===== config.mk =====
export PLATFORM = sky130hd
export DESIGN_NAME = wb_register_file_flat
export DESIGN_NICKNAME = d
export VERILOG_FILES = /design/src/rtl/wb_register_file_if.sv /design/src/rtl/wb_register_file.sv /design/src/flat_wrapper.sv
export SDC_FILE = /design/constraint.sdc
export NUM_CORES = 2
export LEC_CHECK = 0
export CAP_MARGIN = 20
export CELL_PAD_IN_SITES_DETAIL_PLACEMENT = 1
export CELL_PAD_IN_SITES_GLOBAL_PLACEMENT = 1
export CORE_AREA = 2 2 272 475
export DETAILED_ROUTE_END_ITERATION = 7
export DIE_AREA = 0 0 274 477
export PLACE_DENSITY_LB_ADDON = 0.1
export SLEW_MARGIN = 5
export SYNTH_ARGS = -nofsm -noshare
export SYNTH_HDL_FRONTEND = slang
export SYNTH_SLANG_ARGS = --single-unit

===== constraint.sdc =====
create_clock -name clk_i -period 34.5 [get_ports clk_i]
set_clock_uncertainty 0.05 [all_clocks]
set_input_delay 5.175 -clock clk_i [delete_from_list [all_inputs] [get_ports clk_i]]
set_output_delay 5.175 -clock clk_i [all_outputs]
set_load 0.005 [all_outputs]

===== src/rtl/wb_register_file_if.sv =====
// Bus bundle between the MEM/WB pipeline register, the ID stage and the
// write-back register file.
//   slave  : the register file (consumes write-back controls, drives reads)
//   master : the pipeline / environment side
// Signals:
//   RegWrite_i, MemtoReg_i, data_i, addr_i, RegDst_i : write-back request
//   RS_addr_i, RT_addr_i                              : ID-stage read addresses
//   RS_data_o, RT_data_o                              : combinational read data
//   wb_data_o                                         : selected write-back value
//   last_valid_o, last_dst_o, last_data_o             : last committed write
//   wr_count_o                                        : saturating commit counter
interface wb_register_file_if #(
  parameter int DATA_W = 32,
  parameter int NREG   = 32,
  parameter int CNT_W  = 16
);
  localparam int AW = $clog2(NREG);

  logic              RegWrite_i;
  logic              MemtoReg_i;
  logic [DATA_W-1:0] data_i;
  logic [DATA_W-1:0] addr_i;
  logic [AW-1:0]     RegDst_i;
  logic [AW-1:0]     RS_addr_i;
  logic [AW-1:0]     RT_addr_i;
  logic [DATA_W-1:0] RS_data_o;
  logic [DATA_W-1:0] RT_data_o;
  logic [DATA_W-1:0] wb_data_o;
  logic              last_valid_o;
  logic [AW-1:0]     last_dst_o;
  logic [DATA_W-1:0] last_data_o;
  logic [CNT_W-1:0]  wr_count_o;

  modport slave (
    input  RegWrite_i, MemtoReg_i, data_i, addr_i, RegDst_i, RS_addr_i, RT_addr_i,
    output RS_data_o, RT_data_o, wb_data_o, last_valid_o, last_dst_o, last_data_o,
           wr_count_o
  );

  modport master (
    output RegWrite_i, MemtoReg_i, data_i, addr_i, RegDst_i, RS_addr_i, RT_addr_i,
    input  RS_data_o, RT_data_o, wb_data_o, last_valid_o, last_dst_o, last_data_o,
           wr_count_o
  );
endinterface


===== src/rtl/wb_register_file.sv =====
// Write-back stage register file: selects the write-back value, commits it
// to a 2-read/1-write register file, bypasses same-cycle writes to both read
// ports, records the last committed write and counts commits (saturating).
// Ports:
//   clk_i : clock, all state changes on posedge
//   rst_i : asynchronous active-high reset
//   bus   : wb_register_file_if.slave (write-back request, read ports,
//           last-commit record and commit counter)
module wb_register_file #(
  parameter int DATA_W = 32,
  parameter int NREG   = 32,
  parameter int CNT_W  = 16
) (
  input  logic                  clk_i,
  input  logic                  rst_i,
  wb_register_file_if.slave     bus
);
  localparam int AW = $clog2(NREG);

  logic [DATA_W-1:0] regs_q [NREG];
  logic [DATA_W-1:0] regs_d [NREG];
  logic              last_valid_q, last_valid_d;
  logic [AW-1:0]     last_dst_q,   last_dst_d;
  logic [DATA_W-1:0] last_data_q,  last_data_d;
  logic [CNT_W-1:0]  wr_count_q,   wr_count_d;

  logic              we;
  logic [DATA_W-1:0] wb_data;
  logic [DATA_W-1:0] rs_data;
  logic [DATA_W-1:0] rt_data;

  assign wb_data = bus.MemtoReg_i ? bus.data_i : bus.addr_i;
  // Register 0 is hard-wired to zero, so a write to it is not a commit.
  assign we      = bus.RegWrite_i && (bus.RegDst_i != '0);

  always_comb begin
    regs_d       = regs_q;
    last_valid_d = last_valid_q;
    last_dst_d   = last_dst_q;
    last_data_d  = last_data_q;
    wr_count_d   = wr_count_q;
    if (we) begin
      regs_d[bus.RegDst_i] = wb_data;
      last_valid_d         = 1'b1;
      last_dst_d           = bus.RegDst_i;
      last_data_d          = wb_data;
      if (wr_count_q != '1) begin
        wr_count_d = wr_count_q + 1'b1;
      end
    end
  end

  // Read ports: address 0 reads zero, a matching same-cycle commit is
  // forwarded with zero latency. The bypass is deliberately not gated by
  // reset.
  always_comb begin
    rs_data = '0;
    if (bus.RS_addr_i != '0) begin
      if (we && (bus.RegDst_i == bus.RS_addr_i)) rs_data = wb_data;
      else                                       rs_data = regs_q[bus.RS_addr_i];
    end
  end

  always_comb begin
    rt_data = '0;
    if (bus.RT_addr_i != '0) begin
      if (we && (bus.RegDst_i == bus.RT_addr_i)) rt_data = wb_data;
      else                                       rt_data = regs_q[bus.RT_addr_i];
    end
  end

  always_ff @(posedge clk_i or posedge rst_i) begin
    if (rst_i) begin
      for (int i = 0; i < NREG; i++) regs_q[i] <= '0;
      last_valid_q <= 1'b0;
      last_dst_q   <= '0;
      last_data_q  <= '0;
      wr_count_q   <= '0;
    end else begin
      regs_q       <= regs_d;
      last_valid_q <= last_valid_d;
      last_dst_q   <= last_dst_d;
      last_data_q  <= last_data_d;
      wr_count_q   <= wr_count_d;
    end
  end

  assign bus.wb_data_o    = wb_data;
  assign bus.RS_data_o    = rs_data;
  assign bus.RT_data_o    = rt_data;
  assign bus.last_valid_o = last_valid_q;
  assign bus.last_dst_o   = last_dst_q;
  assign bus.last_data_o  = last_data_q;
  assign bus.wr_count_o   = wr_count_q;
endmodule


===== src/flat_wrapper.sv =====
// flat-port wrapper written by rule: the top's interface ports become plain ports
module wb_register_file_flat 
#(
  parameter int DATA_W = 32,
  parameter int NREG   = 32,
  parameter int CNT_W  = 16
)
  (clk_i, rst_i, bus_RegWrite_i, bus_MemtoReg_i, bus_data_i, bus_addr_i, bus_RegDst_i, bus_RS_addr_i, bus_RT_addr_i, bus_RS_data_o, bus_RT_data_o, bus_wb_data_o, bus_last_valid_o, bus_last_dst_o, bus_last_data_o, bus_wr_count_o);
  wb_register_file_if #(.DATA_W(DATA_W), .NREG(NREG), .CNT_W(CNT_W)) bus_i ();
  input  logic clk_i;
  input  logic rst_i;
  input wire logic [$bits(bus_i.RegWrite_i)-1:0] bus_RegWrite_i;
  input wire logic [$bits(bus_i.MemtoReg_i)-1:0] bus_MemtoReg_i;
  input wire logic [$bits(bus_i.data_i)-1:0] bus_data_i;
  input wire logic [$bits(bus_i.addr_i)-1:0] bus_addr_i;
  input wire logic [$bits(bus_i.RegDst_i)-1:0] bus_RegDst_i;
  input wire logic [$bits(bus_i.RS_addr_i)-1:0] bus_RS_addr_i;
  input wire logic [$bits(bus_i.RT_addr_i)-1:0] bus_RT_addr_i;
  output wire logic [$bits(bus_i.RS_data_o)-1:0] bus_RS_data_o;
  output wire logic [$bits(bus_i.RT_data_o)-1:0] bus_RT_data_o;
  output wire logic [$bits(bus_i.wb_data_o)-1:0] bus_wb_data_o;
  output wire logic [$bits(bus_i.last_valid_o)-1:0] bus_last_valid_o;
  output wire logic [$bits(bus_i.last_dst_o)-1:0] bus_last_dst_o;
  output wire logic [$bits(bus_i.last_data_o)-1:0] bus_last_data_o;
  output wire logic [$bits(bus_i.wr_count_o)-1:0] bus_wr_count_o;
  assign bus_i.RegWrite_i = bus_RegWrite_i;
  assign bus_i.MemtoReg_i = bus_MemtoReg_i;
  assign bus_i.data_i = bus_data_i;
  assign bus_i.addr_i = bus_addr_i;
  assign bus_i.RegDst_i = bus_RegDst_i;
  assign bus_i.RS_addr_i = bus_RS_addr_i;
  assign bus_i.RT_addr_i = bus_RT_addr_i;
  assign bus_RS_data_o = bus_i.RS_data_o;
  assign bus_RT_data_o = bus_i.RT_data_o;
  assign bus_wb_data_o = bus_i.wb_data_o;
  assign bus_last_valid_o = bus_i.last_valid_o;
  assign bus_last_dst_o = bus_i.last_dst_o;
  assign bus_last_data_o = bus_i.last_data_o;
  assign bus_wr_count_o = bus_i.wr_count_o;
  wb_register_file #(.DATA_W(DATA_W), .NREG(NREG), .CNT_W(CNT_W)) u_core (.clk_i(clk_i), .rst_i(rst_i), .bus(bus_i));
endmodule

==> results by group <==
Floorplanning
  – IO Pins: about 230
  – Starting Density: 0.4366
  – Core area: 126,800 µm²
  – Die width: ~270 µm
  – Die Y: between 400 and 500 µm
  – # rows: 173
  – Die ar.: between 100,000 and 150,000 µm²

CTS
  – Hold buffers post-CTS: 0
  – Num CTS Buffers: roughly 110
  – CTS sink count: 1,078
  – Worst-Skew Late Latency: between 700 and 800 ps
  – CTS root buf: clkbuf_16
  – Setup repair bufs after CTS: 0
  – H-tree levels: 3
  – Clock transition at the registers of the reported paths: about 60 ps
  – CTS max path bufs: 3
  – CTS tree: done
  – Post-CTS Resized: 0

Critical path
  – WP data arrival: approximately 10000 ps
  – Max stage delay cell, worst path: buf_4
  – Crit-path cells: buf_8, buf_4, buf_4, buf_4, nand2b_1, o22ai_1, a22oi_1, a211oi_1, a21oi_1, clkdlybuf4s50_1
  – Reg2Reg Depth: 5
  – Reg-to-reg startpoint: u_core.bus.wr_count_o[8]
  – Delay-heaviest family, CP: buffers and inverters
  – Crit path kind: in2out
  – Worst setup SP type: input port
  – CP Capture Type: output pin
  – Buffer and inverter count on the worst path: 5
  – Req. time, crit path: 29,270 ps
  – Crit-path max cell delay: between 700 and 800 ps
  – Cell mode on critical path: buf_4
  – Reg-to-Reg End: u_core.bus.wr_count_o[13]
  – Reg-to-reg slack, setup: 32,310 ps
  – Worst Setup SP: bus_RS_addr_i[0]
  – Critical path depth: 10
  – Crit-path max FO: 58
  – CP endpoint: bus_RS_data_o[1]

GRT
  – Antenna violations before repair: 14
  – GRT Total Usage: 0.3583
  – Pin count of the biggest net entering global routing: ~160
  – First-pass GRT wire length: roughly 340,000 µm
  – Vias in the first global route: about 47,000
  – Grt total ovfl: 0

Finish
  – Fin cells: approximately 6,900
  – Fill count: approximately 14,000
  – Area grow syn2layout: 13.91%
  – Utilization after layout: 0.4974
  – Fin nets: 5,225
  – Fraction of final layout cells sized beyond drive strength 1: 0.1759
  – Post-route cell area: between 60,000 and 70,000 µm²

STA
  – Slew Limit Fails: 0
  – RSZ-0062 raised after global routing: no
  – Final period utilization: 0.4409
  – Worst setup margin: around 19,000 ps
  – Crit path time final: approximately 15,000 ps
  – Fmax: 65.74 MHz
  – Least-Margin Pin Slew: 1196 ps
  – Final hold vios: 0
  – Setup violations, final: 0
  – Max transition margin: 0.2028
  – Final TNS setup: 0 ps

Detailed routing
  – DRT iter0 DRCs: 4,551
  – Via count: ~45,000
  – DRC viols: 0
  – Vias/cell: ~6.6
  – Drt total wl: approximately 230,000 µm
  – Antenna Violating Nets Remaining: 0
  – Avg WL per Cell: between 30 and 40 µm
  – TritonRoute pass-1 iters: 5

Pwr
  – VDD IR max: about 0.039 mV
  – Leakage: roughly 26 nW
  – Flop pwr share: 0.446
  – P_sw: around 1.2 mW
  – Power Density: between 60 and 70 nW/µm²
  – Power share of the clock group: 0.327
  – Internal: ~2.7 mW
  – Combinational Power Share: 0.227
  – Switching Share: 0.3083

Yosys
  – Post-synth EDFFs: 0
  – Flip-flop and latch count after synthesis: 1,078
  – Mean Syn Cell Area: 10.61 µm²
  – Yosys top cell area share: 0.4871
  – Post-Syn Instances: approximately 5,200
  – Post-Syn Area: approximately 55,000 µm²
  – Register area share after synthesis: 0.4871
  – Synth area leaders: dfrtp_1 49%, mux4_2 16%, a21oi_1 5.7%
  – Top FF cell, synth: dfrtp_1
  – Ys async rst share: 1.000
  – Yosys warns: 0
  – Netlist cell types: a little over 60
  – Synth area leader: dfrtp_1
  – Syn Nets: between 5,000 and 6,000

Placed design
  – Placement Cell Area: between 50,000 and 60,000 µm²
  – Dpl ws: a little under 20,000 ps
  – DP Cell Count: between 6,000 and 7,000
  – GPL Wtd Cong: between 0.8 and 0.9
  – Dpl hpwl: between 100,000 and 150,000 µm
  – Port Buffers: approximately 230

Status
  – Status: complete, no violations

Hold path
  – Min-delay worst type: reg2reg

Job
  – Max cap viols: 0
[kinds of logic after synthesis]
group	count (synthesis)	synth area share
fa+ha+maj	1	0.0002259
simple gates	1402	0.1056
buf+inv	599	0.04638
compound gates	1455	0.1471
mux	662	0.2099
flops	1078	0.4871
xor+xnor	24	0.003795
[stage by stage]
stage / hold slack [ps] / power (mW)
6_report: 342.3 / 3.943
5_1_grt: 354.5 / 4.117
4_1_cts: 347.6 / 3.948
3_5_place_dp: 333.6 / 2.658
3_3_place_gp: 327.0 / 2.610
2_1_floorplan: 391.3 / 2.325
[registers in the layout, summed over array words and instances (netlist names)]
register and cells:
u_core.regs_q 1024, u_core.bus.last_data_o 32, u_core.bus.wr_count_o 16, u_core.bus.last_dst_o 5, u_core.bus.last_valid_o 1
[cell usage after synthesis, drive strengths merged, types with 3 or more instances]
cell / number
xor2: 5
a221o: 18
and3: 6
a211o: 13
o21ai: 465
nand2: 458
nand4b: 4
or3: 7
o221ai: 19
nor2: 705
a31oi: 10
a21oi: 632
inv: 38
nor3: 61
nor4: 55
nor3b: 6
a22oi: 16
buf: 151
dfrtp: 1078
a221oi: 40
and2: 3
nor2b: 34
or2: 7
o22ai: 144
a22o: 3
xnor2: 19
clkbuf: 409
mux4: 389
nand4: 6
a211oi: 73
nand3b: 5
nand3: 14
mux2i: 170
o31ai: 7
nand2b: 22
mux2: 103
or4: 5
or3b: 3
[cell type report]
cell class | instances | area (µm²) | share of cell area
Clock buffer | 146 | 3104 | 0.04921
Multi-Input combinational cell | 3544 | 26550 | 0.4208
Sequential cell | 1078 | 26980 | 0.4276
Inverter | 39 | 150.1 | 0.002380
Clock inverter | 46 | 663.1 | 0.01051
Timing Repair Buffer | 373 | 3550 | 0.05627
Antenna cell | 6 | 15.01 | 0.0002380
Tap cell | 1662 | 2079 | 0.03296
[cell usage in the layout, fill, tap and decap left out, types with 28 or more instances in the layout]
| cell | Yosys | final |
|---|---|---|
| mux4_2 | 389 | 389 |
| clkbuf_16 | 0 | 107 |
| clkbuf_8 | 0 | 30 |
| mux2i_1 | 170 | 138 |
| nand2_1 | 457 | 444 |
| o22ai_1 | 144 | 144 |
| a221oi_1 | 40 | 40 |
| dfrtp_1 | 1078 | 1078 |
| mux2i_4 | 0 | 31 |
| a211oi_1 | 73 | 73 |
| nor2b_1 | 34 | 28 |
| a21oi_1 | 632 | 632 |
| nor3_1 | 57 | 55 |
| mux2_2 | 103 | 103 |
| inv_1 | 38 | 37 |
| clkdlybuf4s50_1 | 0 | 221 |
| buf_4 | 37 | 130 |
| nor2_1 | 705 | 691 |
| o21ai_0 | 462 | 462 |
| nor4_1 | 54 | 54 |
[power by group through the flow]
stage               Sequential (mW)  Clock, mW  Combinational, mW
floorplan                      1.70          0              0.622
global placement               1.75          0              0.857
detailed placement             1.77          0              0.886
CTS                            1.75       1.31              0.892
global route                   1.79       1.35              0.978
finish                         1.76       1.29              0.895
[how the worst min path moves through the flow]
| stage | startpoint | end | slack, ps | cells after the start |
|---|---|---|---|---|
| floorplan | u_core.regs_q[1001] | u_core.regs_q[1001] | 390 | 1 |
| global placement | u_core.regs_q[1021] | u_core.regs_q[1021] | 330 | 0 |
| detailed placement | u_core.regs_q[1015] | u_core.regs_q[1015] | 330 | 0 |
| CTS | u_core.regs_q[1019] | u_core.regs_q[1019] | 350 | 0 |
| global route | u_core.regs_q[998] | u_core.regs_q[998] | 350 | 0 |
| finish | u_core.regs_q[1019] | u_core.regs_q[1019] | 340 | 0 |
[per-layer routing]
| metal | GRT usage | wire (µm) |
|---|---|---|
| met1 | 0.4658 | 89960 |
| met2 | 0.5739 | 110000 |
| met3 | 0.05872 | 18270 |
| met4 | 0.1918 | 14480 |
| met5 | 0 | 61 |
Note: power is estimated with default switching activity, not from simulation.
